### src/rtl/iram_loader_if.sv
// Stream-in and IRAM-write signal bundle for iram_loader.
// master = boot-side source and IRAM sink; slave = the loader itself.
interface iram_loader_if #(
  parameter int unsigned LEN_W = 16
);
  logic             START;
  logic [LEN_W-1:0] LEN;
  logic             S_VALID;
  logic [7:0]       S_DATA;
  logic             S_READY;
  logic             HWRITE;
  logic [63:0]      HADDR;
  logic [63:0]      HWDATA;
  logic             BUSY;
  logic             DONE;
  logic             ERR;

  modport master (
    output START, LEN, S_VALID, S_DATA,
    input  S_READY, HWRITE, HADDR, HWDATA, BUSY, DONE, ERR
  );

  modport slave (
    input  START, LEN, S_VALID, S_DATA,
    output S_READY, HWRITE, HADDR, HWDATA, BUSY, DONE, ERR
  );
endinterface

### src/rtl/iram_loader.sv
// Boot-time byte-stream loader: packs bytes little-endian into 64-bit IRAM writes.
// Optional trailer checksum check enabled by defining IRAM_LOADER_CKSUM_EN.
module iram_loader #(
  parameter logic [63:0] RAM_START = 64'h0000_0000_0002_0000,
  parameter int unsigned RAM_SIZE  = 1072,
  parameter int unsigned LEN_W     = 16
) (
  input logic         CLK,
  input logic         HRESET,
  iram_loader_if.slave bus
);

  typedef enum logic [2:0] {
    S_IDLE    = 3'd0,
    S_COLLECT = 3'd1,
    S_WRITE   = 3'd2,
    S_FIN     = 3'd3
`ifdef IRAM_LOADER_CKSUM_EN
    , S_CKSUM = 3'd4
`endif
  } state_t;

  state_t           r_state;
  logic             r_s_ready;
  logic             r_hwrite;
  logic [63:0]      r_haddr;
  logic [63:0]      r_hwdata;
  logic             r_busy;
  logic             r_done;
  logic             r_err;
  logic [63:0]      r_pack;
  logic [2:0]       r_lane;
  logic [LEN_W-1:0] r_rem;
  logic [63:0]      r_off;
`ifdef IRAM_LOADER_CKSUM_EN
  logic [7:0]       r_sum;
`endif

  logic        w_accept;
  logic        w_len_zero;
  logic        w_len_big;
  logic        w_word_end;
  logic [63:0] w_pack;

  assign w_accept   = bus.S_VALID & r_s_ready;
  assign w_len_zero = (bus.LEN == {LEN_W{1'b0}});
  assign w_len_big  = (32'(bus.LEN) > 32'(RAM_SIZE));
  assign w_word_end = (r_lane == 3'd7) || (r_rem == LEN_W'(1));
  // Incoming byte merged into its lane; lanes above stay zero for a short final word.
  assign w_pack     = r_pack | ({56'd0, bus.S_DATA} << {r_lane, 3'b000});

  assign bus.S_READY = r_s_ready;
  assign bus.HWRITE  = r_hwrite;
  assign bus.HADDR   = r_haddr;
  assign bus.HWDATA  = r_hwdata;
  assign bus.BUSY    = r_busy;
  assign bus.DONE    = r_done;
  assign bus.ERR     = r_err;

  // Load sequencer: state, counters, pack register and all registered outputs.
  always_ff @(posedge CLK or negedge HRESET) begin
    if (!HRESET) begin
      r_state   <= S_IDLE;
      r_s_ready <= 1'b0;
      r_hwrite  <= 1'b0;
      r_haddr   <= 64'd0;
      r_hwdata  <= 64'd0;
      r_busy    <= 1'b0;
      r_done    <= 1'b0;
      r_err     <= 1'b0;
      r_pack    <= 64'd0;
      r_lane    <= 3'd0;
      r_rem     <= {LEN_W{1'b0}};
      r_off     <= 64'd0;
`ifdef IRAM_LOADER_CKSUM_EN
      r_sum     <= 8'd0;
`endif
    end else begin
      case (r_state)
        S_IDLE, S_FIN: begin
          if (bus.START) begin
            if (w_len_big) begin
              r_state   <= S_FIN;
              r_done    <= 1'b1;
              r_err     <= 1'b1;
              r_busy    <= 1'b0;
              r_s_ready <= 1'b0;
            end else if (w_len_zero) begin
`ifdef IRAM_LOADER_CKSUM_EN
              // Even an empty load is followed by a trailer byte (expected sum 0).
              r_state   <= S_CKSUM;
              r_s_ready <= 1'b1;
              r_busy    <= 1'b1;
              r_done    <= 1'b0;
              r_err     <= 1'b0;
              r_sum     <= 8'd0;
`else
              r_state   <= S_FIN;
              r_s_ready <= 1'b0;
              r_busy    <= 1'b0;
              r_done    <= 1'b1;
              r_err     <= 1'b0;
`endif
            end else begin
              r_state   <= S_COLLECT;
              r_s_ready <= 1'b1;
              r_busy    <= 1'b1;
              r_done    <= 1'b0;
              r_err     <= 1'b0;
              r_off     <= 64'd0;
              r_lane    <= 3'd0;
              r_pack    <= 64'd0;
              r_rem     <= bus.LEN;
`ifdef IRAM_LOADER_CKSUM_EN
              r_sum     <= 8'd0;
`endif
            end
          end else begin
            r_state <= r_state;
          end
        end

        S_COLLECT: begin
          if (w_accept) begin
            r_rem  <= r_rem - LEN_W'(1);
            r_lane <= r_lane + 3'd1;
            r_pack <= w_pack;
`ifdef IRAM_LOADER_CKSUM_EN
            r_sum  <= r_sum + bus.S_DATA;
`endif
            if (w_word_end) begin
              r_state   <= S_WRITE;
              r_s_ready <= 1'b0;
              r_hwrite  <= 1'b1;
              r_haddr   <= RAM_START + r_off;
              r_hwdata  <= w_pack;
            end else begin
              r_state <= S_COLLECT;
            end
          end else begin
            r_state <= S_COLLECT;
          end
        end

        S_WRITE: begin
          r_hwrite <= 1'b0;
          r_haddr  <= 64'd0;
          r_hwdata <= 64'd0;
          r_off    <= r_off + 64'd8;
          r_lane   <= 3'd0;
          r_pack   <= 64'd0;
          if (r_rem != {LEN_W{1'b0}}) begin
            r_state   <= S_COLLECT;
            r_s_ready <= 1'b1;
          end else begin
`ifdef IRAM_LOADER_CKSUM_EN
            r_state   <= S_CKSUM;
            r_s_ready <= 1'b1;
`else
            r_state   <= S_FIN;
            r_s_ready <= 1'b0;
            r_busy    <= 1'b0;
            r_done    <= 1'b1;
`endif
          end
        end

`ifdef IRAM_LOADER_CKSUM_EN
        S_CKSUM: begin
          if (w_accept) begin
            r_err     <= (bus.S_DATA != r_sum);
            r_state   <= S_FIN;
            r_s_ready <= 1'b0;
            r_busy    <= 1'b0;
            r_done    <= 1'b1;
          end else begin
            r_state <= S_CKSUM;
          end
        end
`endif

        default: begin
          r_state   <= S_IDLE;
          r_s_ready <= 1'b0;
          r_hwrite  <= 1'b0;
          r_haddr   <= 64'd0;
          r_hwdata  <= 64'd0;
          r_busy    <= 1'b0;
        end
      endcase
    end
  end

endmodule

### src/flat_wrapper.sv
// flat-port wrapper written by rule: the top's interface ports become plain ports
module iram_loader_flat 
#(
  parameter logic [63:0] RAM_START = 64'h0000_0000_0002_0000,
  parameter int unsigned RAM_SIZE  = 1072,
  parameter int unsigned LEN_W     = 16
)
  (CLK, HRESET, bus_START, bus_LEN, bus_S_VALID, bus_S_DATA, bus_S_READY, bus_HWRITE, bus_HADDR, bus_HWDATA, bus_BUSY, bus_DONE, bus_ERR);
  iram_loader_if #(.LEN_W(LEN_W)) bus_i ();
  input logic CLK;
  input logic HRESET;
  input wire logic [$bits(bus_i.START)-1:0] bus_START;
  input wire logic [$bits(bus_i.LEN)-1:0] bus_LEN;
  input wire logic [$bits(bus_i.S_VALID)-1:0] bus_S_VALID;
  input wire logic [$bits(bus_i.S_DATA)-1:0] bus_S_DATA;
  output wire logic [$bits(bus_i.S_READY)-1:0] bus_S_READY;
  output wire logic [$bits(bus_i.HWRITE)-1:0] bus_HWRITE;
  output wire logic [$bits(bus_i.HADDR)-1:0] bus_HADDR;
  output wire logic [$bits(bus_i.HWDATA)-1:0] bus_HWDATA;
  output wire logic [$bits(bus_i.BUSY)-1:0] bus_BUSY;
  output wire logic [$bits(bus_i.DONE)-1:0] bus_DONE;
  output wire logic [$bits(bus_i.ERR)-1:0] bus_ERR;
  assign bus_i.START = bus_START;
  assign bus_i.LEN = bus_LEN;
  assign bus_i.S_VALID = bus_S_VALID;
  assign bus_i.S_DATA = bus_S_DATA;
  assign bus_S_READY = bus_i.S_READY;
  assign bus_HWRITE = bus_i.HWRITE;
  assign bus_HADDR = bus_i.HADDR;
  assign bus_HWDATA = bus_i.HWDATA;
  assign bus_BUSY = bus_i.BUSY;
  assign bus_DONE = bus_i.DONE;
  assign bus_ERR = bus_i.ERR;
  iram_loader #(.RAM_START(RAM_START), .RAM_SIZE(RAM_SIZE), .LEN_W(LEN_W)) u_core (.CLK(CLK), .HRESET(HRESET), .bus(bus_i));
endmodule
### config.mk
export PLATFORM = sky130hd
export DESIGN_NAME = iram_loader_flat
export DESIGN_NICKNAME = d
export VERILOG_FILES = /design/src/rtl/iram_loader_if.sv /design/src/rtl/iram_loader.sv /design/src/flat_wrapper.sv
export SDC_FILE = /design/constraint.sdc
export NUM_CORES = 1
export LEC_CHECK = 0
export CAP_MARGIN = 10
export CORE_MARGIN = 1.5
export CORE_UTILIZATION = 40
export DETAILED_ROUTE_END_ITERATION = 7
export GPL_ROUTABILITY_DRIVEN = 0
export PLACE_DENSITY = 0.68
export SYNTH_ARGS = -nofsm -noshare
export SYNTH_HDL_FRONTEND = slang
export SYNTH_SLANG_ARGS = --single-unit
### constraint.sdc
create_clock -name CLK -period 2.3 [get_ports CLK]
set_input_delay 0.345 -clock CLK [delete_from_list [all_inputs] [get_ports CLK]]
set_output_delay 0.345 -clock CLK [all_outputs]
set_load 0.03 [all_outputs]
==> impl_metrics.tcl <==
set metrics [dict create \
    seqPwrFrac_pct 31.7 \
    nFillCells 2905 \
    critPathCapture "u_core.bus.HADDR[45]" \
    p_sw_uw 6980 \
    layout.nets 1625 \
    rsz0062_at_grt "true" \
    internal_power_uw 11000 \
    io_pins 161 \
    netlist_top_cells_area "dfrtp_1 51%, o2bb2ai_2 7.8%, a21oi_1 5.7%" \
    clkSlewWorstSetupHoldPaths_ps 70 \
    synth_top_area_cell "dfrtp_1" \
    startpoint_type "flop" \
    diodes 0 \
    grt_max_degree 63 \
    ant_nets 0 \
    vdd_drop_max_uv 590 \
    r2r-start "u_core.r_rem[10]" \
    clock_skew_ps 14.2 \
    dpl.cell_count 1978 \
    worstPathMaxFanout 14 \
    floorplan.initialDensity_pct 40.6 \
    fin_ws_ps -188 \
    drive_gt1_share_pct 23.6 \
    areaGrowthSynthToFinish_pct 34.8 \
    crit_chain "or4_4, and4bb_1, and4b_2, o21bai_4, a21o_4, clkbuf_16, a22o_1" \
    grt_pass1_wl_um 62900 \
    io_buffers 157 \
    hold_viol 0 \
    die_x_um 187 \
    cp-end-kind "flop" \
    cp_slowest_cell "or4_4" \
    synth_top_area_share_pct 50.8 \
    fin_crit_sh_pct 108 \
    maxSlewViolCount 0 \
    clock_sink_count 276 \
    cp.required_ps 2740 \
    hold_class "in -> async" \
    crit_buf_inv 1 \
    die_h_um 187 \
    timing.rr.end "u_core.bus.HADDR[45]" \
    setup_viol 142 \
    clkPwrFrac_pct 26.5 \
    cts_max_level 1 \
    cts_tree "built" \
    yosysMostFrequentCell "dfrtp_1" \
    fin_util_pct 54.7 \
    synthArstFlopShare_pct 100 \
    cts_root_buf "clkbuf_16" \
    final.min_clock_period_ps 2490 \
    track_usage_pct 22.1 \
    fin_area_mm2 0.0183 \
    placed_area_mm2 0.0168 \
    dp_hpwl_um 27200 \
    first_iter_violations 889 \
    via_count 11700 \
    r2r_cells 7 \
    synth_area_per_cell_um2 10.4 \
    crit_type "reg -> reg" \
    path_depth 7 \
    synth_edf_count 0 \
    cts_made_buffers 29 \
    swShare_pct 38.8 \
    stdcell_count 2058 \
    violations "setup timing" \
    crit_arrival_ps 2930 \
    dr.pass1.iters 6 \
    power_frac_comb_pct 41.8 \
    p_leak_uw 0.00780 \
    met2_usage_pct 36.0 \
    path_delay_family "simple AND/OR/NAND/NOR gates" \
    core_mm2 0.0335 \
    synth_commonest_cells "276 x dfrtp_1, 156 x a21oi_1, 139 x nor2_1" \
    ys.flop_type "dfrtp_1" \
    yosys_warnings 0 \
    slew_headroom_pct 33.4 \
    syn_area_mm2 0.0136 \
    use_met1_pct 30.1 \
    drt-total-wl_um 41000 \
    crit_start "u_core.r_rem[10]" \
    slowest_delay_ps 540 \
    drc 0 \
    grt_remaining_overflow 0 \
    reg2reg_slack_ps -190 \
    top_usage_layer "met2" \
    clockBufferDepth 3 \
    status "complete, but fails checks" \
    wl_per_cell_um 19.9 \
    fmax_mhz 402 \
    syn_inst 1305 \
    power_density_mw_per_mm2 981 \
    drv_cap 0 \
    antenna_found_initial 0 \
    die_area_mm2 0.0351 \
    synth_cell_types 64 \
    synth_seq_cells 276 \
    use_met3_pct 3.43 \
    tightest_slew_ps 996 \
    grt_pass1_vias 11600 \
    num_rows 67 \
    clkLatencyLatePin_ps 560 \
    synth_seq_area_share_pct 50.8 \
    avgViaCountPerCell 5.69 \
]
## sequential cells by signal, indices dropped and copies added (netlist names)
register / flops
u_core.r_state: 2
u_core.bus.HADDR: 61
u_core.r_lane: 3
u_core.bus.BUSY: 1
u_core.bus.HWRITE: 1
u_core.bus.ERR: 1
u_core.bus.HWDATA: 64
u_core.r_pack: 64
u_core.bus.S_READY: 1
u_core.bus.DONE: 1
u_core.r_off: 61
u_core.r_rem: 16
## layer usage
layer	vias up	routed length, µm
li1	5325	-
met1	5835	17800
met2	450	19300
met3	92	2530
met4	0	1330
met5	-	0
## worst min path at each step
stage | from | end | slack (ps) | cells past startpoint
CTS | HRESET | u_core.bus.HADDR[45] | 310 | 2
floorplan | HRESET | u_core.bus.BUSY | 50 | 0
finish | HRESET | u_core.r_off[32] | 310 | 2
global placement | HRESET | u_core.bus.HADDR[26] | 300 | 1
global route | HRESET | u_core.bus.HADDR[25] | 340 | 2
detailed placement | HRESET | u_core.bus.HADDR[31] | 300 | 1
## placed cells by master, fill, tap and decap left out, drive strengths merged, types with 32 or more instances in the layout
master,instances
a21oi,156
xnor2,59
buf,200
nor3,34
nor4,38
nand3,54
o21ai,32
a22o,59
o2bb2ai,74
nand2,64
nor2,140
clkbuf,42
dfrtp,276
clkdlybuf4s50,156
nand4,42
## per-stage QoR
step	hold WS (ps)	worst slack, ps	total power, µW	TNS, ps
after global routing	339	-250	18800	-29490
after global placement	301	-556	12000	-73020
final	310	-188	18000	-19570
after detailed placement	301	-583	12100	-86640
after CTS	314	-219	17200	-22900
after floorplan	49.4	-57.8	9690	-6060
## final cells by class
| class | instances | area, µm² | share of cell area (%) |
|---|---|---|---|
| Clock buffer | 36 | 782 | 4.27 |
| Sequential cell | 276 | 6910 | 37.7 |
| Multi-Input combinational cell | 904 | 6310 | 34.4 |
| Inverter | 14 | 52.6 | 0.287 |
| Clock inverter | 17 | 179 | 0.976 |
| Timing Repair Buffer | 363 | 3540 | 19.3 |
| Tap cell | 448 | 561 | 3.06 |
## power groups by stage
| stage | registers, µW | logic [µW] | clock network [µW] |
|---|---|---|---|
| after floorplan | 5720 | 3970 | 0 |
| after global placement | 5750 | 6250 | 0 |
| after detailed placement | 5770 | 6380 | 0 |
| after CTS | 5690 | 6670 | 4850 |
| after global routing | 5760 | 8040 | 5050 |
| final | 5700 | 7510 | 4760 |
## what timing repair did
| item | CTS | global route |
|---|---|---|
| hold buffers | 1 | 0 |
| hold endpoints to repair | 47 | 0 |
| gates resized for setup | 6 | 45 |
| setup endpoints to repair | 129 | 240 |
| buffers inserted | 0 | 15 |
| cloned | 2 | 9 |
| pin swaps | 3 | 22 |
## cells by family after synthesis
kind of cell | count (synthesis) | synth area share, %
DFF | 276 | 50.8
AOI/OAI and AO/OA | 357 | 20.9
adders and majority gates | 9 | 0.828
xor gates and xnor gates | 82 | 5.28
other | 1 | 0.0276
and+or+nand+nor | 450 | 17.3
buffers and inverters | 127 | 4.73
muxes | 3 | 0.230
## worst reg2reg max path: cells and delay by family, from the launching register on
family                 cells  cell delay [ps]
AO/OA/AOI/OAI              3              640
buffers and inverters      1              230
flip-flops                 1              390
AND/OR/NAND/NOR            3             1130
Note: power is estimated with default switching activity, not from simulation.
